--- src/rtl/seg7_bin_display.sv ---
// Registered seven-segment driver: binary value -> decimal (serial shift-and-add-3) or hex digits,
// with leading-zero blanking and overflow dashes, latched once per conversion.
module seg7_bin_display #(
   parameter int DATA_W     = 16,
   parameter int NUM_DIGITS = 5
) (
   input  logic                    clk,
   input  logic                    rst_n,
   input  logic                    load,
   input  logic [DATA_W-1:0]       value,
   input  logic                    hex_mode,
   input  logic                    lz_blank,
   output logic                    busy,
   output logic                    done,
   output logic                    overflow,
   output logic [7*NUM_DIGITS-1:0] seg_out
);

   // ceil(DATA_W * log10(2)) decimal digits are enough for any DATA_W-bit value
   localparam int BCD_D = (DATA_W * 30103 + 99999) / 100000;
   localparam int HEX_D = (DATA_W + 3) / 4;
   localparam int TOT_A = (BCD_D > HEX_D) ? BCD_D : HEX_D;
   localparam int TOT   = (TOT_A > NUM_DIGITS) ? TOT_A : NUM_DIGITS;
   localparam int BCD_W = 4 * BCD_D;
   localparam int PAD_W = 4 * TOT;
   localparam int CNT_W = $clog2(DATA_W + 1);
   localparam int SEG_W = 7 * NUM_DIGITS;

   typedef enum logic [1:0] {IDLE, CONV, DISP} state_t;

   state_t             state_q, state_d;
   logic [BCD_W-1:0]   bcd_q, bcd_d;
   logic [DATA_W-1:0]  shift_q, shift_d;
   logic [CNT_W-1:0]   cnt_q, cnt_d;
   logic               hex_q, hex_d;
   logic               lz_q, lz_d;
   logic [SEG_W-1:0]   seg_q, seg_d;
   logic               ovf_q, ovf_d;
   logic               done_q, done_d;

   logic [BCD_W-1:0]        bcd_adj;
   logic [BCD_W+DATA_W-1:0] cat;
   logic [PAD_W-1:0]        digits_pad;
   logic                    ovf_calc;
   logic [SEG_W-1:0]        seg_calc;
   logic                    seen;
   logic [3:0]              nib;

   function automatic logic [6:0] seg_code(input logic [3:0] d);
      case (d)
         4'h0: seg_code = 7'b0000001;
         4'h1: seg_code = 7'b1001111;
         4'h2: seg_code = 7'b0010010;
         4'h3: seg_code = 7'b0000110;
         4'h4: seg_code = 7'b1001100;
         4'h5: seg_code = 7'b0100100;
         4'h6: seg_code = 7'b0100000;
         4'h7: seg_code = 7'b0001111;
         4'h8: seg_code = 7'b0000000;
         4'h9: seg_code = 7'b0000100;
         4'hA: seg_code = 7'b0001000;
         4'hB: seg_code = 7'b1100000;
         4'hC: seg_code = 7'b0110001;
         4'hD: seg_code = 7'b1000010;
         4'hE: seg_code = 7'b0110000;
         default: seg_code = 7'b0111000;
      endcase
   endfunction

   // Double-dabble step: correct each BCD nibble, then shift BCD and binary together
   always_comb begin
      bcd_adj = '0;
      for (int i = 0; i < BCD_D; i++) begin
         bcd_adj[4*i +: 4] = (bcd_q[4*i +: 4] >= 4'd5) ? bcd_q[4*i +: 4] + 4'd3 : bcd_q[4*i +: 4];
      end
      cat = {bcd_adj, shift_q} << 1;
   end

   // Digit source and display formatting; hex digits live in shift_q, which is never shifted in hex mode
   always_comb begin
      digits_pad = hex_q ? PAD_W'(shift_q) : PAD_W'(bcd_q);
      ovf_calc   = 1'b0;
      seg_calc   = '1;
      seen       = 1'b0;
      nib        = 4'd0;
      for (int i = NUM_DIGITS; i < TOT; i++) begin
         if (digits_pad[4*i +: 4] != 4'd0) ovf_calc = 1'b1;
      end
      for (int i = NUM_DIGITS - 1; i >= 0; i--) begin
         nib = digits_pad[4*i +: 4];
         if (nib != 4'd0) seen = 1'b1;
         if (ovf_calc)                     seg_calc[7*i +: 7] = 7'b1111110;
         else if (lz_q && !seen && i != 0) seg_calc[7*i +: 7] = 7'b1111111;
         else                              seg_calc[7*i +: 7] = seg_code(nib);
      end
   end

   always_comb begin
      state_d = state_q;
      bcd_d   = bcd_q;
      shift_d = shift_q;
      cnt_d   = cnt_q;
      hex_d   = hex_q;
      lz_d    = lz_q;
      seg_d   = seg_q;
      ovf_d   = ovf_q;
      done_d  = 1'b0;
      case (state_q)
         IDLE: begin
            if (load) begin
               hex_d   = hex_mode;
               lz_d    = lz_blank;
               shift_d = value;
               bcd_d   = '0;
               cnt_d   = '0;
               state_d = hex_mode ? DISP : CONV;
            end
         end
         CONV: begin
            bcd_d   = cat[BCD_W+DATA_W-1:DATA_W];
            shift_d = cat[DATA_W-1:0];
            cnt_d   = cnt_q + CNT_W'(1);
            if (cnt_q == CNT_W'(DATA_W - 1)) state_d = DISP;
         end
         DISP: begin
            seg_d   = seg_calc;
            ovf_d   = ovf_calc;
            done_d  = 1'b1;
            state_d = IDLE;
         end
         default: state_d = IDLE;
      endcase
   end

   always_ff @(posedge clk or negedge rst_n) begin
      if (!rst_n) begin
         state_q <= IDLE;
         bcd_q   <= '0;
         shift_q <= '0;
         cnt_q   <= '0;
         hex_q   <= 1'b0;
         lz_q    <= 1'b0;
         seg_q   <= '1;
         ovf_q   <= 1'b0;
         done_q  <= 1'b0;
      end else begin
         state_q <= state_d;
         bcd_q   <= bcd_d;
         shift_q <= shift_d;
         cnt_q   <= cnt_d;
         hex_q   <= hex_d;
         lz_q    <= lz_d;
         seg_q   <= seg_d;
         ovf_q   <= ovf_d;
         done_q  <= done_d;
      end
   end

   assign busy     = (state_q != IDLE);
   assign done     = done_q;
   assign overflow = ovf_q;
   assign seg_out  = seg_q;

endmodule

--- config.mk ---
export PLATFORM = sky130hd
export DESIGN_NAME = seg7_bin_display
export DESIGN_NICKNAME = d
export VERILOG_FILES = /design/src/rtl/seg7_bin_display.sv
export SDC_FILE = /design/constraint.sdc
export NUM_CORES = 1
export LEC_CHECK = 0
export CORE_MARGIN = 2
export CORE_UTILIZATION = 57
export CTS_CLUSTER_DIAMETER = 80
export DETAILED_ROUTE_END_ITERATION = 16
export GPL_TIMING_DRIVEN = 1
export PLACE_DENSITY_LB_ADDON = 0.1
export SETUP_SLACK_MARGIN = 0.5
export SYNTH_ARGS = -nofsm -noshare
export SYNTH_HDL_FRONTEND = slang
export SYNTH_SLANG_ARGS = --single-unit
--- constraint.sdc ---
create_clock -name clk -period 3.42 [get_ports clk]
set_input_delay 0.684 -clock clk [delete_from_list [all_inputs] [get_ports clk]]
set_output_delay 0.684 -clock clk [all_outputs]
set_load 0.05 [all_outputs]
==> impl_metrics.yaml <==
setup_path:
  crit_type: "reg2reg"
  start_kind: "flop"
  critPathCaptureType: "flop"
  cp_data_arrival_time_ns: 2.85
  crit_chain: "buf_4 > mux2i_1 > inv_1 > ha_1 > mux4_2 > nand2_1 > nand2_1"
  cpPeakStageDelay_ns: 0.58
  critical_path.top_delay_family: "multiplexers"
  cp_slowest_cell: "dfrtp_2"
  crit_top_cell: "nand2_1"
  cp_num_buf_inv: 2
  path_max_fanout: 20
  required_ns: 3.72
cts:
  htree_levels: 3
  cts_tree: "built"
  cts_buffers: 9
  postCtsSetupBuffers: 0
  clock_path_buffers: 2
  path_clk_slew_ns: 0.09
  clock_sinks: 81
  cts_root_buf: "clkbuf_8"
  clock_latency_ns: 0.36
placement:
  dpl.hpwl_um: 7920
  routabilityCongestion: 0.864
  port_buffers: 57
  pre_cts_ws_ns: 0.689
detailed_routing:
  wl_per_cell_um: 15.9
  drcViolationCount: 0
  ant_nets: 0
  first_iter_violations: 263
  vias: 4171
  drt-pass1-iter-count: 5
  wl_um: 11300
  avgViaCountPerCell: 5.87
logic_synthesis:
  syn_nets: 611
  ys_types: 58
  synthCells: 548
  synth-edff-count: 0
  yosys_warnings: 0
  synth_ff_type: "dfrtp_1"
  synth.area.top_cells: "dfrtp_1, dfstp_2, ha_1, nand2_1, mux2i_1"
  seq_area_frac_synth_pct: 40.8
  ys_seq_elements: 81
  synth_area_sq_mm: 0.00508
  yosysTopAreaCell: "dfrtp_1"
  syn_avg_cell_area_sq_um: 9.27
  synth_top_area_share_pct: 22.7
  async_flop_share_pct: 100
floorplanning:
  num_rows: 34
  initial_core_util_pct: 58.5
  die_h_um: 98.4
  core_area_sq_mm: 0.00868
  dieArea_sq_mm: 0.00969
  die_w_um: 98.4
  num_io_pins: 59
grt:
  grt_max_degree: 82
  grt_overflow: 0
  grt_pass1_wl_um: 19300
  grt_pass1_vias: 3987
  antenna_found_initial: 0
  track_usage_pct: 24.5
timing:
  slew_viol_final: 0
  rsz0062_at_grt: "no"
  timing.final.ws_setup_ns: 0.865
  setup_tns_ns: 0
  timing.slew.headroom_pct: 33.2
  min_period_ns: 2.55
  worst_pin_slew_ns: 1.00
  post-route-period-util_pct: 74.7
  finalSetupViolCount: 0
  fin_skew_ns: 0.0120
  timing.fmax_ghz: 0.391
  hold_viol_final: 0
final_layout:
  drive_above_1_share_pct: 13.6
  synthToLayoutAreaGrowth_pct: 17.0
  antenna-diode-count: 0
  nets: 660
  nFillCells: 669
power_and_ir_drop:
  p_leak_nw: 2.56
  power.density_mw_per_mm2: 1130
  peakVddDrop_mv: 0.589
worst_hold_path:
  hold_class: "reg2reg"
status:
  status: "complete, no violations"
flow_run:
  drv_cap: 0
==> cell families (layout without fill, tap and decap cells) <==
kind of cell               after synthesis  count (layout)  synth area share [%]
DFF                                     81              81                  40.8
AOI/OAI and AO/OA                      149             149                  20.4
xor gates and xnor gates                 9               9                  1.55
and+or+nand+nor                        176             176                  15.4
muxes                                   29              29                  6.38
adders and majority gates               42              42                  10.3
buffers and inverters                   61             115                  5.12
other                                    1               1                0.0738
==> final cells by class <==
| type | count | area, sq um | share of cell area (%) |
|---|---|---|---|
| clock buffer | 11 | 141 | 2.38 |
| multi-input combinational | 406 | 2750 | 46.3 |
| inverter | 31 | 116 | 1.96 |
| clock inverter | 5 | 78.8 | 1.33 |
| sequential | 81 | 2070 | 34.9 |
| timing repair buffer | 68 | 651 | 10.9 |
| tap | 108 | 135 | 2.27 |
==> state kept, by name, summed over array words and instances (netlist names) <==
signal / cells
bcd_q: 20
lz_q: 1
seg_out: 35
state_q: 2
hex_q: 1
cnt_q: 5
done: 1
shift_q: 16
==> worst reg2reg max path, stage by stage, from the launching register on <==
cell	delay, ns
dfrtp_2	0.58
buf_4	0.34
mux2i_1	0.51
inv_1	0.19
ha_1	0.26
mux4_2	0.47
nand2_1	0.08
nand2_1	0.07
==> synth_stat cells (2+ instances only) <==
cell,n
o32ai_1,5
a31oi_1,10
nor2_1,38
xnor2_1,5
or3_1,3
inv_1,30
and3_1,3
nand2b_1,9
buf_6,3
buf_2,4
nand4_1,3
o31ai_1,6
a21oi_1,25
o22ai_1,2
ha_1,42
mux2i_1,20
nand2_1,82
nor3_1,6
nand3_1,20
clkbuf_1,22
nand3b_1,3
nor2b_1,3
o21a_1,4
dfstp_2,35
a211oi_1,2
o211ai_1,2
o21ai_0,39
xor2_1,4
a32o_1,5
a41oi_1,2
a22oi_1,20
mux2_2,7
mux4_2,2
dfrtp_1,46
o22a_1,10
o221ai_1,3
o32a_2,2
==> stage by stage <==
step / cells / area (sq um) / power [mW] / hold WS [ns] / util [%]
floorplan: 548 / 5080 / 4.93 / 0.388 / -
global placement: 694 / 5720 / 5.85 / 0.449 / 65.9
detailed placement: 694 / 5720 / 5.96 / 0.457 / 65.9
CTS: 710 / 5940 / 6.76 / 0.470 / 68.5
global route: 710 / 5940 / 7.27 / 0.489 / 68.5
finish: 710 / 5940 / 6.75 / 0.464 / 68.5
==> cell usage in the layout (no fill, tap or decap), drive strengths merged, types with 2 or more instances in the layout <==
cell           instances
nand2                 82
clkdlybuf4s50         56
dfrtp                 46
ha                    42
o21ai                 40
nor2                  38
dfstp                 35
inv                   30
a21oi                 25
nand3                 21
mux2i                 20
a22oi                 20
buf                   12
clkbuf                11
a31oi                 10
o22a                  10
nand2b                 9
o31ai                  8
mux2                   7
nor3                   6
o32ai                  5
xnor2                  5
a32o                   5
o21a                   4
xor2                   4
clkinv                 4
and3                   3
nand4                  3
or3                    3
o221ai                 3
nor2b                  3
nand3b                 3
a211oi                 3
o32a                   3
a41oi                  2
o211ai                 2
mux4                   2
o22ai                  2
bufinv                 2
or3b                   2
==> layer usage <==
| metal | vias up | GRT usage, % | share of wire, % |
|---|---|---|---|
| met5 | - | 0 | 0 |
| met4 | 0 | 8.54 | 1.5 |
| met3 | 15 | 3.48 | 3.4 |
| met2 | 86 | 40.2 | 49 |
| met1 | 2024 | 33.6 | 46 |
| li1 | 2046 | - | - |
==> final timing paths <==
| path | from | to | slack, ns | cells after the start |
|---|---|---|---|---|
| worst min-delay path | seg_out[34]$_DFFE_PN1P_ | seg_out[34]$_DFFE_PN1P_ | 0.46 | 2 |
| worst max-delay path | hex_q$_DFFE_PN0P_ | seg_out[3]$_DFFE_PN1P_ | 0.87 | 7 |
| worst max register to register | hex_q$_DFFE_PN0P_ | seg_out[3]$_DFFE_PN1P_ | 0.87 | 7 |
| worst min register to register | seg_out[34]$_DFFE_PN1P_ | seg_out[34]$_DFFE_PN1P_ | 0.46 | 2 |
| min in group asynchronous | rst_n | shift_q[2]$_DFFE_PN0P_ | 0.50 | 1 |
| max in group asynchronous | rst_n | hex_q$_DFFE_PN0P_ | 2.22 | 1 |
==> power breakdown <==
part	leakage, nW	internal, mW	total (mW)	switching, mW
registers	0.960	1.54	1.99	0.448
logic	1.49	1.51	3.97	2.46
clock network	0.113	0.430	0.782	0.352
==> repair_timing <==
item,in CTS,in global routing
endpoints found under the setup margin,0,10
resized for setup,0,1
hold buffers,0,0
Note: power is estimated with default switching activity, not from simulation.
